`src/rtl/weight_ctrl_pkg.sv`:
```
// Shared types and constants for the weight local-memory sequencer.
package weight_ctrl_pkg;

    localparam int MAX_WEIGHTS = 2000;

    localparam logic [4:0] MODE_G3 = 5'd1;
    localparam logic [4:0] MODE_G8 = 5'd2;

    localparam int GRP3_SIZE = 3;
    localparam int GRP8_SIZE = 8;

    typedef enum logic [1:0] {
        IDLE = 2'd0,
        LOAD = 2'd1,
        LFIN = 2'd2,
        READ = 2'd3
    } state_t;

endpackage

```
`src/rtl/weight_mem_ctrl.sv`:
```
// Weight local-memory sequencer: streams loader beats into consecutive
// addresses, then issues grouped (3 or 8 weight) reads under valid/ready.
module weight_mem_ctrl
    import weight_ctrl_pkg::*;
#(
    parameter int ADDR_W = 16
) (
    input  logic              clk,
    input  logic              rst,
    input  logic              start_load,
    input  logic [ADDR_W-1:0] load_count,
    input  logic              wdata_valid,
    input  logic [15:0]       wdata,
    output logic              wdata_ready,
    input  logic              start_read,
    input  logic [4:0]        read_mode,
    input  logic [ADDR_W-1:0] read_groups,
    output logic              mem_write_signal,
    output logic [ADDR_W-1:0] mem_write_addr,
    output logic [15:0]       mem_write_data,
    output logic              mem_read_signal,
    output logic [ADDR_W-1:0] mem_read_addr,
    output logic [4:0]        mem_buffer_sel,
    output logic              rd_valid,
    input  logic              rd_ready,
    output logic              load_done,
    output logic              read_done,
    output logic              busy,
    output logic              err,
    output state_t            dbg_state
);

    // Handshakes: a beat/group transfers on a cycle where valid && ready are
    // both high at the rising edge; valid never depends on ready.

    state_t              state;
    logic [ADDR_W-1:0]   load_cnt;
    logic [ADDR_W-1:0]   wr_ptr;
    logic [ADDR_W-1:0]   rd_groups;
    logic [ADDR_W-1:0]   rd_idx;
    logic [4:0]          rd_mode;
    logic                loaded;

    logic [2*ADDR_W-1:0] need_words;
    logic                load_ok;
    logic                read_ok;
    logic                last_group;

    // Double-width product so a huge group count cannot wrap past the check.
    always_comb begin
        need_words = {{ADDR_W{1'b0}}, read_groups} *
                     ((read_mode == MODE_G8) ? (2*ADDR_W)'(GRP8_SIZE)
                                             : (2*ADDR_W)'(GRP3_SIZE));
        load_ok    = (load_count != '0) && (load_count <= ADDR_W'(MAX_WEIGHTS));
        read_ok    = loaded
                     && ((read_mode == MODE_G3) || (read_mode == MODE_G8))
                     && (read_groups != '0)
                     && (need_words <= {{ADDR_W{1'b0}}, load_cnt});
        last_group = (rd_idx == rd_groups - ADDR_W'(1));
    end

    assign wdata_ready     = (state == LOAD);
    assign rd_valid        = (state == READ);
    assign mem_read_signal = rd_valid;
    assign mem_read_addr   = rd_valid ? rd_idx : '0;
    assign mem_buffer_sel  = rd_valid ? rd_mode : '0;
    assign read_done       = rd_valid && rd_ready && last_group;
    assign busy            = (state != IDLE);
    assign dbg_state       = state;

    always_ff @(posedge clk) begin
        if (rst) begin
            state            <= IDLE;
            load_cnt         <= '0;
            wr_ptr           <= '0;
            rd_groups        <= '0;
            rd_idx           <= '0;
            rd_mode          <= '0;
            loaded           <= 1'b0;
            err              <= 1'b0;
            mem_write_signal <= 1'b0;
            mem_write_addr   <= '0;
            mem_write_data   <= '0;
            load_done        <= 1'b0;
        end else begin
            mem_write_signal <= 1'b0;
            load_done        <= 1'b0;
            case (state)
                IDLE: begin
                    // A load request always takes priority over a read request.
                    if (start_load) begin
                        loaded <= 1'b0;
                        if (load_ok) begin
                            load_cnt <= load_count;
                            wr_ptr   <= '0;
                            state    <= LOAD;
                        end else begin
                            err <= 1'b1;
                        end
                    end else if (start_read) begin
                        if (read_ok) begin
                            rd_mode   <= read_mode;
                            rd_groups <= read_groups;
                            rd_idx    <= '0;
                            state     <= READ;
                        end else begin
                            err <= 1'b1;
                        end
                    end
                end
                LOAD: begin
                    if (wdata_valid) begin
                        mem_write_signal <= 1'b1;
                        mem_write_addr   <= wr_ptr;
                        mem_write_data   <= wdata;
                        if (wr_ptr == load_cnt - ADDR_W'(1)) begin
                            load_done <= 1'b1;
                            loaded    <= 1'b1;
                            state     <= LFIN;
                        end else begin
                            wr_ptr <= wr_ptr + ADDR_W'(1);
                        end
                    end
                end
                LFIN: begin
                    state <= IDLE;
                end
                READ: begin
                    if (rd_ready) begin
                        if (last_group) begin
                            state <= IDLE;
                        end else begin
                            rd_idx <= rd_idx + ADDR_W'(1);
                        end
                    end
                end
                default: state <= IDLE;
            endcase
        end
    end

endmodule

```
`config.mk`:
```
export PLATFORM = sky130hd
export DESIGN_NAME = weight_mem_ctrl
export DESIGN_NICKNAME = d
export VERILOG_FILES = /design/src/rtl/weight_ctrl_pkg.sv /design/src/rtl/weight_mem_ctrl.sv
export SDC_FILE = /design/constraint.sdc
export NUM_CORES = 1
export LEC_CHECK = 0
export BUFFER_PORTS_ARGS = -buffer_cell sky130_fd_sc_hd__buf_4
export CAP_MARGIN = 15
export CORE_UTILIZATION = 25
export DETAILED_ROUTE_END_ITERATION = 12
export GPL_TIMING_DRIVEN = 0
export PLACE_DENSITY_LB_ADDON = 0.12
export SETUP_SLACK_MARGIN = 0.3
export SLEW_MARGIN = 20
export SYNTH_ARGS = -nofsm -noshare
export SYNTH_HDL_FRONTEND = slang
export SYNTH_SLANG_ARGS = --single-unit
```
`constraint.sdc`:
```
create_clock -name clk -period 9.2 [get_ports clk]
set_input_delay 0.92 -clock clk [delete_from_list [all_inputs] [get_ports clk]]
set_output_delay 0.92 -clock clk [all_outputs]
set_load 0.1 [all_outputs]
```
==> key figures, run 1 <==
Power and ir drop
  • Switching pwr: 0.3849 mW
  • Combinational power share: 26.4%
  • Seq pwr share: 39.6%
  • Worst vdd ir: 0.00008911 V
  • Power Density: 123.9 nW/um^2
  • Static leakage: 3.967 nW
  • Clock power share: 33.9%
  • Switching share of power: 32.81%
  • Internal power: 0.7884 mW

GRT
  • Initial antenna violation count: 0
  • Number of global-route vias before repair: 7041
  • Overflow after GRT: 0
  • Gr usage total: 15.98%
  • First-pass GRT wire length: 39.34 mm
  • Largest net degree at the start of global routing: 21

Setup path
  • Crit end category: flip-flop
  • CP arrival: 7660 ps
  • Critical path peak fanout: 10
  • Nature of the critical path startpoint: input port
  • CP required: 9480 ps
  • Crit-path max cell delay: 540 ps
  • Cell repeated most along the worst path: a21oi_1
  • WS Path Type: in -> reg
  • Worst path slowest cell: fa_1

Finish
  • Share of layout cells above drive strength 1: 14.70%
  • Antenna diodes: 0
  • Post-route insts no fill: 1546
  • Synthesis-to-layout area growth: 22.41%
  • Most frequent cells in the layout: 151 x nand2_1, 122 x buf_4, 107 x dfxtp_1
  • Most common cell after layout, fill and taps aside: nand2_1
  • NumNets Final: 1259

Yosys
  • FFs w/ async S/R, synth: 0%
  • Synth cell types: 77
  • YS warnings: 0
  • Register bit total from synthesis: 107
  • Seq/Total Area, Yosys: 27.68%
  • Post-synth EDFFs: 0
  • Syn_area_per_cell: 7.723 um^2
  • Cells after Synth: 1002
  • Mapped cell area: 7739 um^2
  • Synth Flop Type: dfxtp_1

Placement
  • Post-DP HPWL: 20.41 mm
  • Routability Congestion: 0.8034
  • IO buf count: 120
  • Placed insts: 1530
  • Worst slack, placed: 1374 ps

CTS
  • CTS Root Cell: clkbuf_16
  • H-tree levels: 3
  • CTS tree: built
  • Clock sinks: 107
  • CTS Buffer Depth: 2
  • Worst-path clk slew: 80 ps
  • Post-CTS Hold Buffers: 0
  • Worst-skew pair later-pin latency: 360 ps
  • Post-CTS Setup Bufs: 0
  • CTS buffer count: 9
  • Post-cts resize count: 0

STA
  • Period utilisation layout: 80.17%
  • Normalized max-slew margin: 29.63%
  • Worst-Margin Slew: 1046 ps
  • RSZ-0062 raised after global routing: no
  • Fin. Hold Viols: 0
  • Setup TNS: 0 ps
  • Fmax: 135.6 MHz
  • Max-slew violations: 0
  • Post-route clock skew: 14.97 ps
  • Final setup viols: 0
  • Final hold slack: 454.8 ps
  • Clock period minus worst slack: 7376 ps
  • Final worst slack: 1824 ps

Route
  • DR vias/cell: 4.864
  • DR iter-0 viols: 485
  • Drt drc: 0
  • Routed via count: 7519
  • Post-route ant nets: 0
  • Drt wl/cell: 16.28 um
  • Drt pass-1 iters: 5
  • Total Wirelength: 25.17 mm

Floorplanning
  • Die Width: 177.9 um
  • Starting Density: 25.36%
  • Row cnt: 64
  • Die height: 177.9 um
  • I/O pin count: 122
  • Die footprint: 31660 um^2
  • Core ar.: 30510 um^2

Run
  • Max-Cap Viols: 0

Hold path
  • Worst hold-check path type: reg -> reg

Outcome
  • Status: completed
[synth_stat cells (22+ instances only)]
cell      number  area share [%]
xor2_1        22             2.5
and3_1        30             2.4
o21ai_0       22             1.4
mux2i_1       22             2.8
nor2_1        67             3.2
a21oi_1       97             6.3
ha_1          42             6.8
dfxtp_1      107              28
clkbuf_1      44             2.1
xnor2_1       36             4.1
nor4_1        22             1.8
inv_1         67             3.2
nand2_1      151             7.3
[flip-flops by register name, indices dropped and copies added (netlist names), 2 cells and up]
register	cells
rd_idx	16
wr_ptr	16
mem_write_addr	16
rd_groups	16
dbg_state	2
load_cnt	16
mem_write_data	16
rd_mode	5
[metrics by stage]
step | power (mW) | utilization (%) | cell area (um^2)
2_1_floorplan | 0.6965 | - | 7784
3_3_place_gp | 0.7911 | 30.09 | 9180
3_5_place_dp | 0.7910 | 30.09 | 9180
4_1_cts | 1.197 | 31.05 | 9473
5_1_grt | 1.251 | 31.05 | 9473
6_report | 1.173 | 31.05 | 9473
[layout make-up]
type                       count  area (um^2)
buffer                        56        236.5
clock buffer                  10        229.0
clock inverter                 6        63.81
fill                        3317        21040
inverter                      67        251.5
multi-input combinational    784         5154
sequential                   107         2142
tap                          396        495.5
timing repair buffer         120        900.9
[worst max-delay path: cells and delay by family]
kind	cells	cell delay (ps)
fa+ha+maj	3	1220
compound gates	12	2210
simple gates	5	1390
buf+inv	7	1520
mux	1	220
xor+xnor	1	170
[power groups by stage]
stage	combinational (mW)	clock, mW	sequential [mW]
after global placement	0.315	0	0.476
after global routing	0.354	0.432	0.465
final	0.310	0.398	0.465
after detailed placement	0.315	0	0.476
after CTS	0.317	0.415	0.465
after floorplan	0.215	0	0.481
[cells by family after synthesis]
| kind of cell | after synthesis | share of synthesized area (%) |
|---|---|---|
| compound gates | 223 | 19.11 |
| xor+xnor | 58 | 6.564 |
| fa+ha+maj | 55 | 10.15 |
| buf+inv | 123 | 6.305 |
| flops | 107 | 27.68 |
| mux | 28 | 3.719 |
| other cells | 2 | 0.09705 |
| simple gates | 406 | 26.37 |
[per-layer routing]
layer	GRT usage [%]	up-vias	share of wire, %
met5	0	-	0
met3	1.949	15	3.9
met4	3.668	0	1.2
li1	-	3829	-
met2	25.68	155	46
met1	22.54	3520	49
[path summary, 6_finish.rpt]
path	slack (ps)	cells past startpoint	startpoint	endpoint
worst max-delay path	1820	29	read_mode[2]	rd_groups[15]
worst min-delay path	450	1	rd_mode[4]	rd_mode[4]
worst max register to register	5390	12	rd_groups[0]	rd_idx[12]
worst min register to register	450	1	rd_mode[4]	rd_mode[4]
(Power assumes the default switching activity.)
==> run 2: changes to the inputs <==
==> constraint.sdc (replaced) <==
create_clock -name clk -period 6.15 [get_ports clk]
set_input_delay 0.615 -clock clk [delete_from_list [all_inputs] [get_ports clk]]
set_output_delay 0.615 -clock clk [all_outputs]
set_load 0.1 [all_outputs]
==> key figures, run 2 (same netlist as run 1, synthesis figures left out) <==
STA
  • Final worst slack: 307.7 ps (-1516 ps)
  • Worst-Margin Slew: 802.7 ps (-243.2 ps)
  • Period utilisation layout: 95.00%
  • Fmax: 171.2 MHz
  • Post-route clock skew: 14.44 ps (-0.5344 ps)
  • Final hold slack: 457.6 ps (+2.828 ps)
  • Final setup viols: 0 (unchanged)
  • Normalized max-slew margin: 46.19% (+17 points)
  • Clock period minus worst slack: 5842 ps
  • Fin. Hold Viols: 0 (unchanged)
  • Max-slew violations: 0 (unchanged)
  • RSZ-0062 raised after global routing: yes

Route
  • Drt drc: 0 (unchanged)
  • Routed via count: 7737 (+2.9%)
  • Drt wl/cell: 16.56 um (+1.8%)
  • Drt pass-1 iters: 6 (+1)
  • Total Wirelength: 26.15 mm (+3.9%)
  • DR iter-0 viols: 476 (-1.9%)
  • Post-route ant nets: 0 (unchanged)
  • DR vias/cell: 4.900 (+0.75%)

Placement
  • Routability Congestion: 0.8599 (+7.0%)
  • Post-DP HPWL: 20.49 mm (+0.39%)
  • IO buf count: 120 (unchanged)
  • Worst slack, placed: -780.3 ps (-2154 ps)
  • Placed inst area: 9206 um^2 (+0.29%)
  • Placed insts: 1530 (unchanged)

Floorplanning
  • Die Width: 177.9 um (unchanged)
  • Die height: 177.9 um (unchanged)
  • Starting Density: 25.36% (unchanged)
  • Row cnt: 64 (unchanged)
  • Core ar.: 30510 um^2 (unchanged)
  • I/O pin count: 122 (unchanged)
  • Die footprint: 31660 um^2 (unchanged)

Setup path
  • CP top delay family: buffers and inverters
  • R2r worst-path depth: 12 (unchanged)
  • Worst path slowest cell: fa_1
  • WS Path Type: in -> reg
  • Critical path peak fanout: 6 (-4)
  • CP arrival: 6080 ps (-1580 ps)
  • Crit-path max cell delay: 550 ps (about the same)
  • Worst path buffer plus inverter count: 20 (+13)
  • Worst Setup SP: read_mode[2]
  • CP required: 6390 ps (-3090 ps)
  • Crit end category: flip-flop
  • Reg2reg start: rd_groups[0]
  • Cell repeated most along the worst path: buf_6
  • Nature of the critical path startpoint: input port
  • Critical path depth: 33 (+14%)

GRT
  • Number of global-route vias before repair: 7376 (+4.8%)
  • Largest net degree at the start of global routing: 21 (unchanged)
  • Overflow after GRT: 0 (unchanged)
  • Gr usage total: 16.48% (+0.51 points)
  • First-pass GRT wire length: 40.79 mm (+3.7%)
  • Initial antenna violation count: 0 (unchanged)

Hold path
  • Hold path startpoint: mem_write_data[15]
  • Worst hold-check path type: reg -> reg
  • WHS Path Cells: 2 (+1)

CTS
  • Worst-skew pair later-pin latency: 360 ps (about the same)
  • H-tree levels: 3 (unchanged)
  • CTS buffer count: 9 (unchanged)
  • Worst-path clk slew: 80 ps (about the same)
  • CTS Buffer Depth: 2 (unchanged)
  • Clock sinks: 107 (unchanged)
  • CTS tree: built
  • CTS Root Cell: clkbuf_16

Outcome
  • Status: completed

Finish
  • Most common cell after layout, fill and taps aside: nand2_1
  • Post-route insts no fill: 1579 (+2.1%)
  • Share of layout cells above drive strength 1: 22.40% (+7.7 points)
  • NumNets Final: 1292 (+2.6%)
  • Post-Layout Inst Area: 10280 um^2 (+8.6%)
  • Finished Core Util: 33.71% (+2.7 points)
  • Synthesis-to-layout area growth: 32.90%
  • Antenna diodes: 0 (unchanged)
  • Most frequent cells in the layout: 148 x nand2_1, 139 x buf_4, 107 x dfxtp_1

Run
  • Max-Cap Viols: 0 (unchanged)

Power and ir drop
  • Power Density: 187.8 nW/um^2 (+52%)
  • Static leakage: 4.252 nW (+7.2%)
  • Worst vdd ir: 0.0001265 V (+42%)
[run 2: layout make-up]
cell class | count | area [um^2]
multi-input combinational | 784 | 5518
clock buffer | 10 | 229.0
clock inverter | 6 | 65.06
inverter | 67 | 251.5
sequential | 107 | 2142
timing repair buffer | 153 | 1231
buffer | 56 | 352.8
fill | 3300 | 20220
tap | 396 | 495.5
[run 2: worst reg2reg max path: stages (launching register included)]
cell and delay (ps):
dfxtp_1 360, inv_1 80, ha_1 140, clkbuf_1 300, or4b_1 580, nor4b_1 500, mux2i_1 160, a32oi_1 190
nand4_1 250, and3_1 340, clkbuf_1 300, a2111oi_0 460, nand2b_1 150
[run 2: per-layer routing]
layer  vias to the layer above  global-route usage [%]  part of all wire (%)
met5                         -                       0                     0
met4                         0                   5.057                   2.3
met3                        26                   2.057                   3.2
met2                       138                   26.43                    46
met1                      3684                   22.80                    49
li1                       3889                       -                     -
[run 2: per-stage QoR]
| stage | power [mW] | setup TNS (ps) |
|---|---|---|
| floorplan | 1.045 | 0 |
| global placement | 1.189 | -25200 |
| detailed placement | 1.191 | -25160 |
| CTS | 1.867 | 0 |
| global route | 2.053 | 0 |
| finish | 1.931 | 0 |
[run 2: repair_timing]
| item | in CTS | in global routing |
|---|---|---|
| pin swaps | 24 | 23 |
| resized for setup | 43 | 77 |
| gates cloned | 2 | 0 |
| setup buffers | 25 | 6 |
| hold buffers | 0 | 0 |
| endpoints found under the setup margin | 40 | 40 |
[run 2: worst paths after layout]
path	end	slack (ps)
max	rd_idx[9]	310
min	mem_write_data[15]	460
max reg2reg	rd_idx[13]	2270
min reg2reg	mem_write_data[15]	460
[run 2: report_power, final]
group          internal (mW)  switching (mW)  total [mW]
registers              0.694         0.00168       0.695
clock network          0.290           0.305       0.595
logic                  0.303           0.338       0.641
total                   1.29           0.645        1.93
